===== src/rtl/sap_control_sequencer_if.sv =====
// Control-word bundle between the SAP sequencer and the datapath it steers.
// The master side (sequencer) consumes run/opcode and drives every enable.
interface sap_control_sequencer_if;
   logic       input_run;
   logic [3:0] input_opcode;
   logic       output_pc_out;
   logic       output_pc_inc;
   logic       output_mar_load;
   logic       output_ram_out;
   logic       output_ir_load;
   logic       output_ir_out;
   logic       output_a_load;
   logic       output_a_out;
   logic       output_b_load;
   logic       output_sum_out;
   logic       output_sub;
   logic       output_out_load;
   logic [2:0] output_tstate;
   logic       output_halted;

   modport master (
      input  input_run, input_opcode,
      output output_pc_out, output_pc_inc, output_mar_load, output_ram_out, output_ir_load,
             output_ir_out, output_a_load, output_a_out, output_b_load, output_sum_out,
             output_sub, output_out_load, output_tstate, output_halted
   );

   modport slave (
      output input_run, input_opcode,
      input  output_pc_out, output_pc_inc, output_mar_load, output_ram_out, output_ir_load,
             output_ir_out, output_a_load, output_a_out, output_b_load, output_sum_out,
             output_sub, output_out_load, output_tstate, output_halted
   );
endinterface


===== src/rtl/sap_control_sequencer.sv =====
// SAP-1 style T-state sequencer and instruction decoder. The state register is the only
// storage; the control word is a zero-latency decode of the current state and opcode.
module sap_control_sequencer #(
   parameter bit EARLY_END = 1'b0
) (
   input logic                     clock,
   input logic                     input_clear_n,
   sap_control_sequencer_if.master bus
);

   localparam logic [3:0] OPC_LDA = 4'b0000;
   localparam logic [3:0] OPC_ADD = 4'b0001;
   localparam logic [3:0] OPC_SUB = 4'b0010;
   localparam logic [3:0] OPC_OUT = 4'b1110;
   localparam logic [3:0] OPC_HLT = 4'b1111;

   typedef enum logic [2:0] {
      StIdle = 3'd0,
      StT1   = 3'd1,
      StT2   = 3'd2,
      StT3   = 3'd3,
      StT4   = 3'd4,
      StT5   = 3'd5,
      StT6   = 3'd6,
      StHalt = 3'd7
   } state_e;

   state_e state_q, state_d, boundary;
   logic   is_nop;

   assign is_nop = !(bus.input_opcode inside {OPC_LDA, OPC_ADD, OPC_SUB, OPC_OUT, OPC_HLT});
   assign boundary = bus.input_run ? StT1 : StIdle;

   always_comb begin
      state_d = state_q;
      unique case (state_q)
         StIdle:  state_d = bus.input_run ? StT1 : StIdle;
         StT1:    state_d = StT2;
         StT2:    state_d = StT3;
         StT3:    state_d = (EARLY_END && is_nop) ? boundary : StT4;
         StT4: begin
            if (bus.input_opcode == OPC_HLT)                 state_d = StHalt;
            else if (EARLY_END && bus.input_opcode == OPC_OUT) state_d = boundary;
            else                                               state_d = StT5;
         end
         StT5:    state_d = (EARLY_END && bus.input_opcode == OPC_LDA) ? boundary : StT6;
         StT6:    state_d = boundary;
         StHalt:  state_d = StHalt;
         default: state_d = StIdle;
      endcase
   end

   always_ff @(posedge clock or negedge input_clear_n) begin
      if (!input_clear_n) state_q <= StIdle;
      else                state_q <= state_d;
   end

   always_comb begin
      bus.output_pc_out   = 1'b0;
      bus.output_pc_inc   = 1'b0;
      bus.output_mar_load = 1'b0;
      bus.output_ram_out  = 1'b0;
      bus.output_ir_load  = 1'b0;
      bus.output_ir_out   = 1'b0;
      bus.output_a_load   = 1'b0;
      bus.output_a_out    = 1'b0;
      bus.output_b_load   = 1'b0;
      bus.output_sum_out  = 1'b0;
      bus.output_sub      = 1'b0;
      bus.output_out_load = 1'b0;
      unique case (state_q)
         StT1: begin
            bus.output_pc_out   = 1'b1;
            bus.output_mar_load = 1'b1;
         end
         StT2: bus.output_pc_inc = 1'b1;
         StT3: begin
            bus.output_ram_out = 1'b1;
            bus.output_ir_load = 1'b1;
         end
         StT4: begin
            if (bus.input_opcode inside {OPC_LDA, OPC_ADD, OPC_SUB}) begin
               bus.output_ir_out   = 1'b1;
               bus.output_mar_load = 1'b1;
            end else if (bus.input_opcode == OPC_OUT) begin
               bus.output_a_out    = 1'b1;
               bus.output_out_load = 1'b1;
            end
         end
         StT5: begin
            if (bus.input_opcode inside {OPC_LDA, OPC_ADD, OPC_SUB}) begin
               bus.output_ram_out = 1'b1;
               bus.output_a_load  = (bus.input_opcode == OPC_LDA);
               bus.output_b_load  = (bus.input_opcode != OPC_LDA);
               bus.output_sub     = (bus.input_opcode == OPC_SUB);
            end
         end
         StT6: begin
            if (bus.input_opcode inside {OPC_ADD, OPC_SUB}) begin
               bus.output_sum_out = 1'b1;
               bus.output_a_load  = 1'b1;
               bus.output_sub     = (bus.input_opcode == OPC_SUB);
            end
         end
         default: ;
      endcase
   end

   assign bus.output_tstate = state_q;
   assign bus.output_halted = (state_q == StHalt);

endmodule


===== src/flat_wrapper.sv =====
// flat-port wrapper written by rule: the top's interface ports become plain ports
module sap_control_sequencer_flat 
#(
   parameter bit EARLY_END = 1'b0
)
  (clock, input_clear_n, bus_input_run, bus_input_opcode, bus_output_pc_out, bus_output_pc_inc, bus_output_mar_load, bus_output_ram_out, bus_output_ir_load, bus_output_ir_out, bus_output_a_load, bus_output_a_out, bus_output_b_load, bus_output_sum_out, bus_output_sub, bus_output_out_load, bus_output_tstate, bus_output_halted);
  sap_control_sequencer_if bus_i ();
  input logic clock;
  input logic input_clear_n;
  input wire logic [$bits(bus_i.input_run)-1:0] bus_input_run;
  input wire logic [$bits(bus_i.input_opcode)-1:0] bus_input_opcode;
  output wire logic [$bits(bus_i.output_pc_out)-1:0] bus_output_pc_out;
  output wire logic [$bits(bus_i.output_pc_inc)-1:0] bus_output_pc_inc;
  output wire logic [$bits(bus_i.output_mar_load)-1:0] bus_output_mar_load;
  output wire logic [$bits(bus_i.output_ram_out)-1:0] bus_output_ram_out;
  output wire logic [$bits(bus_i.output_ir_load)-1:0] bus_output_ir_load;
  output wire logic [$bits(bus_i.output_ir_out)-1:0] bus_output_ir_out;
  output wire logic [$bits(bus_i.output_a_load)-1:0] bus_output_a_load;
  output wire logic [$bits(bus_i.output_a_out)-1:0] bus_output_a_out;
  output wire logic [$bits(bus_i.output_b_load)-1:0] bus_output_b_load;
  output wire logic [$bits(bus_i.output_sum_out)-1:0] bus_output_sum_out;
  output wire logic [$bits(bus_i.output_sub)-1:0] bus_output_sub;
  output wire logic [$bits(bus_i.output_out_load)-1:0] bus_output_out_load;
  output wire logic [$bits(bus_i.output_tstate)-1:0] bus_output_tstate;
  output wire logic [$bits(bus_i.output_halted)-1:0] bus_output_halted;
  assign bus_i.input_run = bus_input_run;
  assign bus_i.input_opcode = bus_input_opcode;
  assign bus_output_pc_out = bus_i.output_pc_out;
  assign bus_output_pc_inc = bus_i.output_pc_inc;
  assign bus_output_mar_load = bus_i.output_mar_load;
  assign bus_output_ram_out = bus_i.output_ram_out;
  assign bus_output_ir_load = bus_i.output_ir_load;
  assign bus_output_ir_out = bus_i.output_ir_out;
  assign bus_output_a_load = bus_i.output_a_load;
  assign bus_output_a_out = bus_i.output_a_out;
  assign bus_output_b_load = bus_i.output_b_load;
  assign bus_output_sum_out = bus_i.output_sum_out;
  assign bus_output_sub = bus_i.output_sub;
  assign bus_output_out_load = bus_i.output_out_load;
  assign bus_output_tstate = bus_i.output_tstate;
  assign bus_output_halted = bus_i.output_halted;
  sap_control_sequencer #(.EARLY_END(EARLY_END)) u_core (.clock(clock), .input_clear_n(input_clear_n), .bus(bus_i));
endmodule

===== config.mk =====
export PLATFORM = sky130hd
export DESIGN_NAME = sap_control_sequencer_flat
export DESIGN_NICKNAME = d
export VERILOG_FILES = /design/src/rtl/sap_control_sequencer_if.sv /design/src/rtl/sap_control_sequencer.sv /design/src/flat_wrapper.sv
export SDC_FILE = /design/constraint.sdc
export NUM_CORES = 1
export LEC_CHECK = 0
export CAP_MARGIN = 0
export CORE_AREA = 2 2 39 41
export CTS_CLUSTER_DIAMETER = 80
export DETAILED_ROUTE_END_ITERATION = 16
export DIE_AREA = 0 0 41 43
export GPL_TIMING_DRIVEN = 0
export MAX_ROUTING_LAYER = met4
export PLACE_DENSITY_LB_ADDON = 0.05
export RECOVER_POWER = 25
export SYNTH_ARGS = -nofsm -noshare
export SYNTH_HDL_FRONTEND = slang
export SYNTH_SLANG_ARGS = --single-unit

===== constraint.sdc =====
create_clock -name clock -period 1.6 [get_ports clock]
set_clock_uncertainty 0.15 [all_clocks]
set_input_delay 0.32 -clock clock [delete_from_list [all_inputs] [get_ports clock]]
set_output_delay 0.32 -clock clock [all_outputs]
set_load 0.03 [all_outputs]

==> out/qor.csv, run 1 <==
metric;value;unit
status;finished, violations left;
violations;negative setup slack;
first_pass_iters;2;
grt_start_max_net_pins;10;
hpwl;734;µm
hold_class;in2async;
synth_area;327;µm²
place_area;628;µm²
slew_headroom;79.1;%
drive_above_1_share;73.2;%
cts.root.buffer_cell;clkbuf_4;
dp_cells;83;
ys_warn_count;0;
tightest_slew;313;ps
synthTopCellsByArea;dfrtp_1, nor2_1, nand2_1;
rows;14;
clock-sinks;3;
ir_drop;1.24;mV
grt_pass1_vias;436;
power.switching;0.000765;W
whs;192;ps
p_seq_share;10.7;%
combPwrFrac;81.2;%
antenna_found_initial;0;
globalplace.congestion;0.670;
layout.nets;90;
cts_tree;built;
ys_ff_latch;3;
wl;1030;µm
dieArea;1760;µm²
overflow;0;
synthArstFlopShare;100;%
period_share;113;%
worstPathMaxFanout;6;
required;1130;ps
cts_hold_buffers;0;
worst_ep_arrival_time;1340;ps
design_area;810;µm²
utilization;58.5;%
drv_slew;0;
grt.total_usage;14.7;%
synthCells;45;
area_growth;148;%
start_util;23.6;%
switching_share;47.6;%
synth-main-ff-cell;dfrtp_1;
p_int;0.000841;W
syn_nets;52;
synth_edf_count;0;
cap_violations;0;
final_hold_viol_count;0;
fin_ws;-215;ps
clock_latency;230;ps
core_region_area;1380;µm²
via_count;436;
die_y;43;µm
crit_type;reg2out;
cts.clk_slew.worst_paths;40;ps
ys_types;23;
postSynthAreaPerCell;7.26;µm²
final_cells;98;
num_antenna_cells;0;
cp-start-kind;register;
ys_seq_area_share;23.0;%
drcViolationCount;0;
htreeDepth;1;
synth_common_cells;nor2_1, nand2_1, dfrtp_1, nand3_1;
cts_max_path_buffers;2;
report.power.total;0.00161;W
synth.most_common_cell;nor2_1;
end_kind;output pin;
dieWidth;41;µm
yosysTopAreaCell;dfrtp_1;
grt_pass1_wl;1740;µm
period_minus_slack;1810;ps
routed_via_density;4.45;
wl_per_cell;10.5;µm
power_per_cell_area;1980;nW/µm²
numPortBuffers;22;
ios;23;
drt.antenna.violating_nets;0;
yosys.area.top_type_share;23.0;%
p_leak;0.355;nW
cts_inserted_buffers;3;
clkPwrFrac;8.2;%
rsz0062_at_grt;true;
drt-initial-drc-count;1;
finalSetupViolations;12;
clock.fmax;0.551;GHz
power groups by stage:
stage / clock, W / sequential, W / combinational (W)
after floorplan: 0 / 0.000272 / 0.000568
after global placement: 0 / 0.000209 / 0.000948
after detailed placement: 0 / 0.000207 / 0.000946
after CTS: 0.000137 / 0.000173 / 0.00120
after global routing: 0.000147 / 0.000182 / 0.00139
final: 0.000131 / 0.000171 / 0.00130
per-stage QoR:
stage / setup TNS [ps] / worst slack [ps]
after floorplan: -577 / -276
after global placement: -9620 / -1040
after detailed placement: -9660 / -1030
after CTS: -1570 / -239
after global routing: -2290 / -283
final: -1510 / -215
final cells by class:
class | count | area, µm²
clock buffers | 4 | 26.3
plain buffers | 3 | 30.0
multi-input cells | 38 | 332
flip-flops and latches | 3 | 78.8
fillers | 133 | 574
inverters | 1 | 3.75
repair buffers | 33 | 319
well taps | 16 | 20.0
cells by family after synthesis:
family          synth area share, %
compound gates                 14.6
xor+xnor                       2.68
buf+inv                        9.19
flops                          23.0
simple gates                   50.6
critical path: stages, from the launching register on:
cell	delay, ps
dfrtp_2	440
buf_6	140
nor4_4	270
buf_4	150
buf_6	120
path summary, 6_finish.rpt:
path | startpoint | end | slack, ps | cells past startpoint
min in group clock | bus_input_opcode[2] | u_core.bus.output_tstate[1] | 280 | 3
max in group asynchronous | input_clear_n | asynchronous set/reset pin | 950 | 1
setup reg to reg | register | u_core.bus.output_tstate[0] | 280 | 4
hold / removal | input_clear_n | u_core.bus.output_tstate[0] | 190 | 1
setup / recovery | u_core.bus.output_tstate[0] | bus_output_out_load | -210 | 4
hold reg to reg | u_core.bus.output_tstate[0] | u_core.bus.output_tstate[1] | 490 | 2
cell usage in the layout (no fill, tap or decap), types with 2 or more instances in the layout:
master / count
buf_6: 18
buf_4: 9
nand2_1: 5
nor2_4: 4
nor2_2: 3
nand2b_4: 3
dfrtp_2: 3
clkbuf_4: 3
dlygate4sd2_1: 3
and3_4: 2
and2b_2: 2
or2b_1: 2
nand3_1: 2
nor2_1: 2
a21oi_2: 2
clkdlybuf4s15_2: 2
what timing repair did:
| item | CTS | global route |
|---|---|---|
| endpoints found under the hold margin | 0 | 0 |
| gates resized for setup | 116 | 8 |
| endpoints found under the setup margin | 16 | 13 |
| setup buffers | 9 | 2 |
| pin swaps | 6 | 6 |
per-layer routing:
metal | track usage [%] | vias up | share of wire [%]
li1 | - | 227 | -
met1 | 18.3 | 197 | 42
met2 | 21.3 | 12 | 54
met3 | 3.14 | 0 | 4.5
met4 | 8.00 | 0 | 0
met5 | - | - | 0
No activity file was read; power rests on OpenSTA's default activity.
==> inputs of run 2 (changes only) <==
--- a/config.mk
+++ b/config.mk
@@ -5,12 +5,13 @@
 export SDC_FILE = /design/constraint.sdc
 export NUM_CORES = 1
 export LEC_CHECK = 0
-export CAP_MARGIN = 0
+export CAP_MARGIN = 20
 export CORE_AREA = 2 2 39 41
 export CTS_CLUSTER_DIAMETER = 80
 export DETAILED_ROUTE_END_ITERATION = 16
 export DIE_AREA = 0 0 41 43
 export GPL_TIMING_DRIVEN = 0
+export HOLD_SLACK_MARGIN = 0.08
 export MAX_ROUTING_LAYER = met4
 export PLACE_DENSITY_LB_ADDON = 0.05
 export RECOVER_POWER = 25
==> results of run 2 <==
Same layout as run 1: the final DEF is identical, and so are final timing and power.
==> inputs of run 3 (changes only) <==
==> constraint.sdc (replaced) <==
create_clock -name clock -period 2.1 [get_ports clock]
set_clock_uncertainty 0.15 [all_clocks]
set_input_delay 0.42 -clock clock [delete_from_list [all_inputs] [get_ports clock]]
set_output_delay 0.42 -clock clock [all_outputs]
set_load 0.03 [all_outputs]
==> out/qor.csv, run 3 (synthesis results as in run 1) <==
metric;value;unit;change
status;complete, no violations;;was finished, violations left
drt-initial-drc-count;1;;unchanged
power_per_cell_area;1470;nW/µm²;was 1980 nW/µm²
dp_slack;-682;ps;was -1030 ps
cap_violations;0;;unchanged
cts.clk_slew.worst_paths;40;ps;about the same
cts_tree;built;;unchanged
post_cts_buffers;0;;was 9
drive_above_1_share;36.6;%;was 73.2%
design_area;587;µm²;was 810 µm²
cp-start-kind;register;;unchanged
wl_per_cell;10.1;µm;was 10.5 µm
grt.total_usage;10.7;%;was 14.7%
place_area;587;µm²;was 628 µm²
globalplace.congestion;0.635;;was 0.670
clock-sinks;3;;unchanged
worstPathMaxFanout;10;;was 6
routed_via_density;4.45;;about the same
drt.antenna.violating_nets;0;;unchanged
crit_type;reg2out;;unchanged
cts.root.buffer_cell;clkbuf_4;;unchanged
ir_drop;0.740;mV;was 1.24 mV
met1_usage;14.5;%;was 18.3%
cts_max_path_buffers;2;;unchanged
hpwl;689;µm;was 734 µm
layout_commonest_cell;nor2_1;;was buf_6
path_cells;buf_6 -> and2b_2 -> and3_1 -> clkdlybuf4s15_2;;was buf_6 -> nor4_4 -> buf_4 -> buf_6
htreeDepth;1;;unchanged
worst_ep_arrival_time;1450;ps;was 1340 ps
dieArea;1760;µm²;unchanged
critPathMaxStageDelay;430;ps;was 440 ps
slew_headroom;79.5;%;was 79.1%
final_hold_viol_count;0;;unchanged
drv_slew;0;;unchanged
num_antenna_cells;0;;unchanged
rr_worst_depth;4;;unchanged
grt_start_max_net_pins;11;;was 10
grt_pass1_wl;1290;µm;was 1740 µm
antenna_found_initial;0;;unchanged
rsz0062_at_grt;false;;was true
cts_hold_buffers;0;;unchanged
rows;14;;unchanged
busiest_layer;met2;;unchanged
finalSetupViolations;0;;was 12
cts_inserted_buffers;3;;unchanged
drcViolationCount;0;;unchanged
required;1530;ps;was 1130 ps
numPortBuffers;22;;unchanged
n_fill_cell;170;;was 133
period_share;96.3;%;
clock_latency;230;ps;about the same
via_count;387;;was 436
met2_usage;15.6;%;was 21.3%
end_kind;output pin;;unchanged
reg2reg_slack;810;ps;was 280 ps
area_growth;79.7;%;was 148%
dieWidth;41;µm;unchanged
layout.nets;79;;was 90
tightest_slew;306;ps;was 313 ps
hold_class;in2async;;unchanged
rr_endpoint;u_core.bus.output_tstate[0];;unchanged
clock.fmax;0.495;GHz;
core_region_area;1380;µm²;unchanged
wl;875;µm;was 1030 µm
fin_ws;77.8;ps;was -215 ps
cpMaxStageDelayCell;dfrtp_1;;was dfrtp_2
ios;23;;unchanged
report.power.total;0.000861;W;was 0.00161 W
overflow;0;;unchanged
start_util;23.6;%;unchanged
setup_tns;0;ps;was -1510 ps
first_pass_iters;2;;unchanged
period_minus_slack;2020;ps;
final_cell_mix;nor2_1, nand2_1, dlygate4sd2_1;;was buf_6, buf_4, nand2_1
crit_end;bus_output_ir_out;;was bus_output_out_load
p_leak;0.283;nW;was 0.355 nW
met3_usage;3.14;%;unchanged
grt_pass1_vias;324;;was 436
die_y;43;µm;unchanged
## run 3: cell count changes in the layout (fill, tap and decap cells not counted), moves of 3 or more
cell / change
buf_2: +3
buf_4: -5
buf_6: -17
clkdlybuf4s50_1: +3
dlygate4sd2_1: +3
nor2_1: +7
nor2_2: -3
nor2_4: -4
## run 3: stage by stage
stage	instances	hold slack, ps	util, %
detailed placement	83	462	42.4
CTS	87	216	43.6
global route	87	292	42.4
global placement	83	464	42.4
finish	87	290	42.4
floorplan	45	-25.6	-
## run 3: routing by layer
metal,part of all wire [%],wire [µm]
met3,5.7,50
met4,0,0
met1,48,416
met2,47,407
met5,0,0
## run 3: how the worst min path moves through the flow
stage                              from                          end  slack, ps  cells after the start
after floorplan           input_clear_n   asynchronous set/reset pin        -30                      0
after global routing      input_clear_n  u_core.bus.output_tstate[1]        290                      1
final                     input_clear_n  u_core.bus.output_tstate[1]        290                      1
after global placement    input_clear_n  u_core.bus.output_tstate[0]        460                      1
after detailed placement  input_clear_n  u_core.bus.output_tstate[0]        460                      1
after CTS                 input_clear_n  u_core.bus.output_tstate[1]        220                      1
## run 3: worst max-delay path: cells and delay by family (launching register included)
family | cells | cell delay, ps
buf+inv | 2 | 440
simple gates | 2 | 360
flops | 1 | 430
## run 3: cell type report
class / instances / area (µm²) / share of cell area (%)
tap: 16 / 20.0 / 3.41
sequential: 3 / 76.3 / 13.0
clock buffer: 4 / 26.3 / 4.48
timing repair buffer: 22 / 185 / 31.6
buffer: 3 / 26.3 / 4.48
inverter: 1 / 3.75 / 0.640
multi-input combinational: 38 / 249 / 42.4
## run 3: power by group
| part | switching, W | total, W | internal [W] |
|---|---|---|---|
| combinational | 0.000373 | 0.000617 | 0.000245 |
| sequential | 0.0000541 | 0.000145 | 0.0000913 |
| clock | 0.0000271 | 0.0000981 | 0.0000710 |
| total | 0.000454 | 0.000861 | 0.000407 |
## run 3: what timing repair did
| action | CTS | global route |
|---|---|---|
| endpoints found under the hold margin | 0 | 0 |
| setup endpoints to repair | 14 | 8 |
| gates resized for setup | 45 | 9 |
| pin swaps | 1 | 3 |
